$ cat src/rtl/clock_lock_pkg.sv
// Shared types and default constants for the clock lock sequencer.
//   lock_state_e : 2-bit FSM state encoding, visible on the top-level state port.
//   DEFAULT_*    : nominal parameter values for the 3.579545 MHz reference.
package clock_lock_pkg;

   typedef enum logic [1:0] {
      ST_WAIT_LOCK = 2'd0,
      ST_MEASURE   = 2'd1,
      ST_RUN       = 2'd2,
      ST_FAULT     = 2'd3
   } lock_state_e;

   localparam int unsigned DEFAULT_SYNC_STAGES    = 2;
   localparam int unsigned DEFAULT_RATIO          = 36;
   localparam int unsigned DEFAULT_TOLERANCE      = 2;
   localparam int unsigned DEFAULT_STABLE_PERIODS = 16;
   localparam int unsigned DEFAULT_CNT_W          = 8;

endpackage

$ cat src/rtl/clock_lock_sequencer_sync_edge.sv
// N-stage synchronizer for an asynchronous level, plus registered
// one-cycle rise/fall strobes.
//   clk, n_reset : clock and synchronous active-low reset
//   async_in     : asynchronous input level
//   sync_out     : synchronized level (last synchronizer stage)
//   rise, fall   : one-cycle strobes, SYNC_STAGES+1 cycles after the input edge
module sync_edge #(
   parameter int unsigned SYNC_STAGES = 2
) (
   input  logic clk,
   input  logic n_reset,
   input  logic async_in,
   output logic sync_out,
   output logic rise,
   output logic fall
);

   logic [SYNC_STAGES-1:0] sync_q, sync_d;
   logic                   prev_q, prev_d;
   logic                   rise_q, rise_d;
   logic                   fall_q, fall_d;

   // Shift chain, edge-detect flop, strobe generation
   always_comb begin
      sync_d    = sync_q;
      sync_d[0] = async_in;
      for (int unsigned i = 1; i < SYNC_STAGES; i++) begin
         sync_d[i] = sync_q[i-1];
      end
      prev_d = sync_q[SYNC_STAGES-1];
      rise_d = sync_q[SYNC_STAGES-1] & ~prev_q;
      fall_d = ~sync_q[SYNC_STAGES-1] & prev_q;
   end

   always_ff @(posedge clk) begin
      if (!n_reset) begin
         sync_q <= '0;
         prev_q <= 1'b0;
         rise_q <= 1'b0;
         fall_q <= 1'b0;
      end else begin
         sync_q <= sync_d;
         prev_q <= prev_d;
         rise_q <= rise_d;
         fall_q <= fall_d;
      end
   end

   assign sync_out = sync_q[SYNC_STAGES-1];
   assign rise     = rise_q;
   assign fall     = fall_q;

endmodule

$ cat src/rtl/clock_lock_sequencer.sv
// Qualifies the PLL lock flag and the MSX reference clock, measures the
// clk-per-reference-period ratio, and releases the system reset once the
// ratio has been stable for STABLE_PERIODS consecutive periods.
//   clk, n_reset  : PLL output clock, synchronous active-low reset
//   pll_lock      : asynchronous PLL lock flag
//   ref_clk_in    : asynchronous reference clock, sampled as data
//   sys_n_reset   : registered active-low system reset (1 only in RUN)
//   ref_rise/fall : one-cycle strobes on synchronized reference edges
//   period_count  : last completed period measurement
//   freq_error    : sticky frequency fault flag
//   state         : FSM state (0 WAIT_LOCK, 1 MEASURE, 2 RUN, 3 FAULT)
module clock_lock_sequencer
   import clock_lock_pkg::*;
#(
   parameter int unsigned SYNC_STAGES    = DEFAULT_SYNC_STAGES,
   parameter int unsigned RATIO          = DEFAULT_RATIO,
   parameter int unsigned TOLERANCE      = DEFAULT_TOLERANCE,
   parameter int unsigned STABLE_PERIODS = DEFAULT_STABLE_PERIODS,
   parameter int unsigned CNT_W          = DEFAULT_CNT_W
) (
   input  logic             clk,
   input  logic             n_reset,
   input  logic             pll_lock,
   input  logic             ref_clk_in,
   output logic             sys_n_reset,
   output logic             ref_rise,
   output logic             ref_fall,
   output logic [CNT_W-1:0] period_count,
   output logic             freq_error,
   output logic [1:0]       state
);

   localparam int unsigned       GOOD_W      = $clog2(STABLE_PERIODS + 1);
   localparam logic [CNT_W-1:0]  WDOG_LIMIT  = CNT_W'(2 * RATIO);
   localparam logic [CNT_W-1:0]  PERIOD_MIN  = CNT_W'(RATIO - TOLERANCE);
   localparam logic [CNT_W-1:0]  PERIOD_MAX  = CNT_W'(RATIO + TOLERANCE);
   localparam logic [GOOD_W-1:0] GOOD_TARGET = GOOD_W'(STABLE_PERIODS);

   logic lock_sync;
   logic lock_rise_unused;
   logic lock_fall_unused;
   logic ref_level_unused;

   lock_state_e       state_q, state_d;
   logic [CNT_W-1:0]  cnt_q, cnt_d;
   logic [CNT_W-1:0]  period_q, period_d;
   logic [GOOD_W-1:0] good_q, good_d;
   logic              armed_q, armed_d;
   logic              freq_error_q, freq_error_d;
   logic              sys_n_reset_q, sys_n_reset_d;

   logic              wdog_c;
   logic              active_c;
   logic              eval_c;
   logic              good_c;
   logic [GOOD_W-1:0] good_inc_c;

   sync_edge #(.SYNC_STAGES(SYNC_STAGES)) u_lock_sync (
      .clk      (clk),
      .n_reset  (n_reset),
      .async_in (pll_lock),
      .sync_out (lock_sync),
      .rise     (lock_rise_unused),
      .fall     (lock_fall_unused)
   );

   sync_edge #(.SYNC_STAGES(SYNC_STAGES)) u_ref_sync (
      .clk      (clk),
      .n_reset  (n_reset),
      .async_in (ref_clk_in),
      .sync_out (ref_level_unused),
      .rise     (ref_rise),
      .fall     (ref_fall)
   );

   // Watchdog fires when the counter reaches 2*RATIO without a reference edge
   assign wdog_c     = (cnt_q == WDOG_LIMIT);
   assign active_c   = (state_q == ST_MEASURE) || (state_q == ST_RUN);
   // The first edge after entering MEASURE only starts the count; watchdog
   // expiry is always a genuine measurement of a dead reference
   assign eval_c     = active_c && (wdog_c || (ref_rise && armed_q));
   assign good_c     = !wdog_c && (cnt_q >= PERIOD_MIN) && (cnt_q <= PERIOD_MAX);
   assign good_inc_c = good_q + GOOD_W'(1);

   // Period counter, measurement latch and sequencing FSM
   always_comb begin
      cnt_d         = cnt_q + CNT_W'(1);
      period_d      = period_q;
      state_d       = state_q;
      good_d        = good_q;
      armed_d       = armed_q;
      freq_error_d  = freq_error_q;
      sys_n_reset_d = 1'b0;

      if (ref_rise || wdog_c) begin
         cnt_d = CNT_W'(1);
      end
      if (eval_c || wdog_c) begin
         period_d = cnt_q;
      end
      if (active_c && (ref_rise || wdog_c)) begin
         armed_d = 1'b1;
      end

      case (state_q)
         ST_WAIT_LOCK: begin
            good_d  = '0;
            armed_d = 1'b0;
            if (lock_sync) begin
               state_d = ST_MEASURE;
            end
         end
         ST_MEASURE: begin
            if (eval_c) begin
               if (good_c) begin
                  good_d = good_inc_c;
                  if (good_inc_c == GOOD_TARGET) begin
                     state_d      = ST_RUN;
                     freq_error_d = 1'b0;
                  end
               end else begin
                  good_d = '0;
               end
            end
         end
         ST_RUN: begin
            if (eval_c && !good_c) begin
               state_d      = ST_FAULT;
               freq_error_d = 1'b1;
            end
         end
         ST_FAULT: begin
            state_d = ST_FAULT;
         end
         default: begin
            state_d = ST_WAIT_LOCK;
         end
      endcase

      // Lock loss overrides every other event, and no fault is recorded
      if (!lock_sync) begin
         state_d      = ST_WAIT_LOCK;
         freq_error_d = freq_error_q;
      end

      sys_n_reset_d = (state_d == ST_RUN);
   end

   always_ff @(posedge clk) begin
      if (!n_reset) begin
         state_q       <= ST_WAIT_LOCK;
         cnt_q         <= '0;
         period_q      <= '0;
         good_q        <= '0;
         armed_q       <= 1'b0;
         freq_error_q  <= 1'b0;
         sys_n_reset_q <= 1'b0;
      end else begin
         state_q       <= state_d;
         cnt_q         <= cnt_d;
         period_q      <= period_d;
         good_q        <= good_d;
         armed_q       <= armed_d;
         freq_error_q  <= freq_error_d;
         sys_n_reset_q <= sys_n_reset_d;
      end
   end

   assign sys_n_reset  = sys_n_reset_q;
   assign period_count = period_q;
   assign freq_error   = freq_error_q;
   assign state        = state_q;

endmodule

$ cat config.mk
export PLATFORM = sky130hd
export DESIGN_NAME = clock_lock_sequencer
export DESIGN_NICKNAME = d
export VERILOG_FILES = /design/src/rtl/clock_lock_pkg.sv /design/src/rtl/clock_lock_sequencer_sync_edge.sv /design/src/rtl/clock_lock_sequencer.sv
export SDC_FILE = /design/constraint.sdc
export NUM_CORES = 1
export LEC_CHECK = 0
export CAP_MARGIN = 5
export CORE_MARGIN = 1
export CORE_UTILIZATION = 35
export CTS_CLUSTER_DIAMETER = 30
export DETAILED_ROUTE_END_ITERATION = 12
export GPL_TIMING_DRIVEN = 0
export PLACE_DENSITY_LB_ADDON = 0.05
export SLEW_MARGIN = 20
export SYNTH_ARGS = -nofsm -noshare
export SYNTH_HDL_FRONTEND = slang
export SYNTH_SLANG_ARGS = --single-unit
$ cat constraint.sdc
create_clock -name clk -period 6 [get_ports clk]
set_input_delay 1.2 -clock clk [delete_from_list [all_inputs] [get_ports clk]]
set_output_delay 1.2 -clock clk [all_outputs]
set_load 0.005 [all_outputs]
==> metrics.csv <==
metric;value;unit
Yosys top cell by area;dfxtp_1;
P&R area growth vs syn;21.5;%
worst hold-check path type;reg -> reg;
setup TNS;0;ns
global-route wire length before repair;5210;um
Synth async-reset ratio;0;%
ys flop type;dfxtp_1;
endpoints failing setup;0;
Root Buffer;clkbuf_8;
synth top area cells;dfxtp_1, ha_1, mux2i_1, nor2_1, xnor2_1;
max cap viols;0;
Port-buffer cells;17;
DPL Wire Length;2080;um
CTS Hold Buffers Added;0;
Clock Sinks;33;
final max-slew violation count;0;
Initial Util;36.9;%
worst skew pair latency;0.28;ns
met2 Use GR;22.9;%
Chip Height;67.2;um
total CTS buffers;5;
fillers;407;
Yosys cell types;38;
die width;67.2;um
grt met1 use;20.5;%
average size of a mapped cell;9.98;um2
data required time at the worst endpoint;6.20;ns
CTS tree;done;
overall routing resource usage;15.8;%
Pre-antenna DRT Iters;3;
Post-CTS Resized;0;
core area;0.00403;mm2
post-synth top area share;44.4;%
vias in the first global route;1117;
leakage power;0.707;nW
grt total ovfl;0;
via count;1100;
met3 Use GR;7.26;%
ANT cells;0;
Power per Cell Area;225;mW/mm2
DR WL/cell;12.8;um
remaining antenna violation count;0;
Yosys warnings;0;
CTS H-tree depth;2;
# rows;23;
cell count after synthesis;149;
largest stage delay on the critical path;0.58;ns
Max Freq;0.400;GHz
minimum hold slack;0.406;ns
Post-CTS Setup Bufs;0;
Slew HR;61.8;%
Ports;18;
maximum buffer depth of the clock tree;2;
Post-synth top cells;dfxtp_1, nor2_1, nand2_1;
EDFF count, synth;0;
total power;0.000407;W
status;completed;
#FFs+latches synth;33;
slack of the worst reg-to-reg path;3.50;ns
Final Hold Violating Endpoints;0;
RSZ-0062 raised after global routing;no;
Final Skew;0.00679;ns
nets@finish;186;
crit start category;flip-flop;
syn_nets;162;
DRC Markers;0;
Worst-Margin Slew;0.570;ns
post-synthesis cell area;0.00149;mm2
routability cong.;0.774;
Crit-path slowest cell;a211oi_1;
WL final;2850;um
initial antenna violation count;0;
Max VDD drop;133;uV
layout cells sized above 1;11.6;%
die area;0.00451;mm2
sequential fraction of the synthesis area;44.4;%
Arr. time, crit path;2.70;ns
crit path cell chain;inv_1 -> ha_1 -> and4b_2 -> a32o_1 -> clkbuf_1 -> a211oi_1 -> a21oi_1 -> mux2i_1;
via density per instance;4.93;
most frequent cell after synthesis;dfxtp_1;
Worst Path Max Fanout;10;
initial DRC count;36;
layer with the highest usage;met2;
largest net degree at the start of global routing;11;
Crit path buffers/inverters;2;
crit path kind;reg -> reg;
Tcrit/Tclk final;41.6;%
min cycle time layout;2.50;ns
CTS clock-pin slew for the worst setup and hold paths;0.06;ns
CP delay by family, top;compound AO/OA/AOI/OAI gates;
Setup crit end kind;flip-flop;
-- cells in the final DEF (no fill, tap or decap), types with 3 or more instances in the layout --
cell type,count
inv_1,7
dfxtp_1,33
and2_1,6
clkdlybuf4s50_1,17
nand3_1,3
ha_1,9
nand2_1,10
xnor2_1,6
nor2b_1,5
nor3_1,3
clkbuf_8,6
nor2_1,14
a21oi_1,8
mux2i_1,7
clkbuf_1,4
and3_1,4
-- final timing paths --
path | start | endpoint | cells after the start
worst max-delay path | state[0] | good_q[4] | 8
worst min-delay path | u_ref_sync.prev_q | u_ref_sync.rise | 1
worst max register to register | state[0] | good_q[4] | 8
worst min register to register | u_ref_sync.prev_q | u_ref_sync.rise | 1
-- stage by stage --
step / instance area, um2 / setup WS, ns / util (%) / std cells
floorplan: 1490 / 3.86 / - / 149
global placement: 1720 / 3.45 / 42.7 / 216
detailed placement: 1720 / 3.42 / 42.7 / 216
CTS: 1810 / 3.44 / 44.8 / 223
global route: 1810 / 3.26 / 44.8 / 223
finish: 1810 / 3.50 / 44.8 / 223
-- metal layers --
| layer | wire length, um | vias to the layer above | share of wire [%] |
|---|---|---|---|
| li1 | - | 571 | - |
| met3 | 106 | 5 | 3.7 |
| met2 | 1280 | 14 | 45 |
| met4 | 38 | 0 | 1.3 |
| met1 | 1420 | 510 | 50 |
| met5 | 0 | - | 0 |
-- worst reg2reg max path, stage by stage, from the launching register on --
cell	delay (ns)
dfxtp_1	0.42
inv_1	0.11
ha_1	0.35
and4b_2	0.23
a32o_1	0.25
clkbuf_1	0.24
a211oi_1	0.58
a21oi_1	0.08
mux2i_1	0.16
-- where the power goes --
group	total, W	internal [W]	switching [W]	leakage, nW
clock network	0.000163	0.0000908	0.0000717	0.0443
logic	0.0000181	0.00000803	0.0000101	0.395
registers	0.000226	0.000223	0.00000344	0.267
-- state kept, by name, summed over array words and instances (netlist names) --
name	cells
cnt_q	8
period_count	8
good_q	5
state	2
u_lock_sync.sync_q	2
u_ref_sync.sync_q	2
armed_q	1
freq_error	1
sys_n_reset	1
u_ref_sync.fall	1
u_ref_sync.prev_q	1
u_ref_sync.rise	1
-- cells by family after synthesis --
group           after synthesis  synth area share [%]
buf+inv                      11                  2.86
simple gates                 59                  24.0
flops                        33                  44.4
mux                           8                  5.47
compound gates               22                  11.5
xor+xnor                      7                  4.12
fa+ha+maj                     9                  7.58
-- final cells by class --
class | count | area [um2] | share of cell area, %
multi-input combinational | 105 | 783 | 43.4
tap | 50 | 62.6 | 3.47
sequential | 33 | 661 | 36.6
inverter | 7 | 26.3 | 1.46
buffer | 4 | 16.3 | 0.901
clock buffer | 7 | 86.3 | 4.78
timing repair buffer | 17 | 170 | 9.42
No activity file was read; power rests on OpenSTA's default activity.
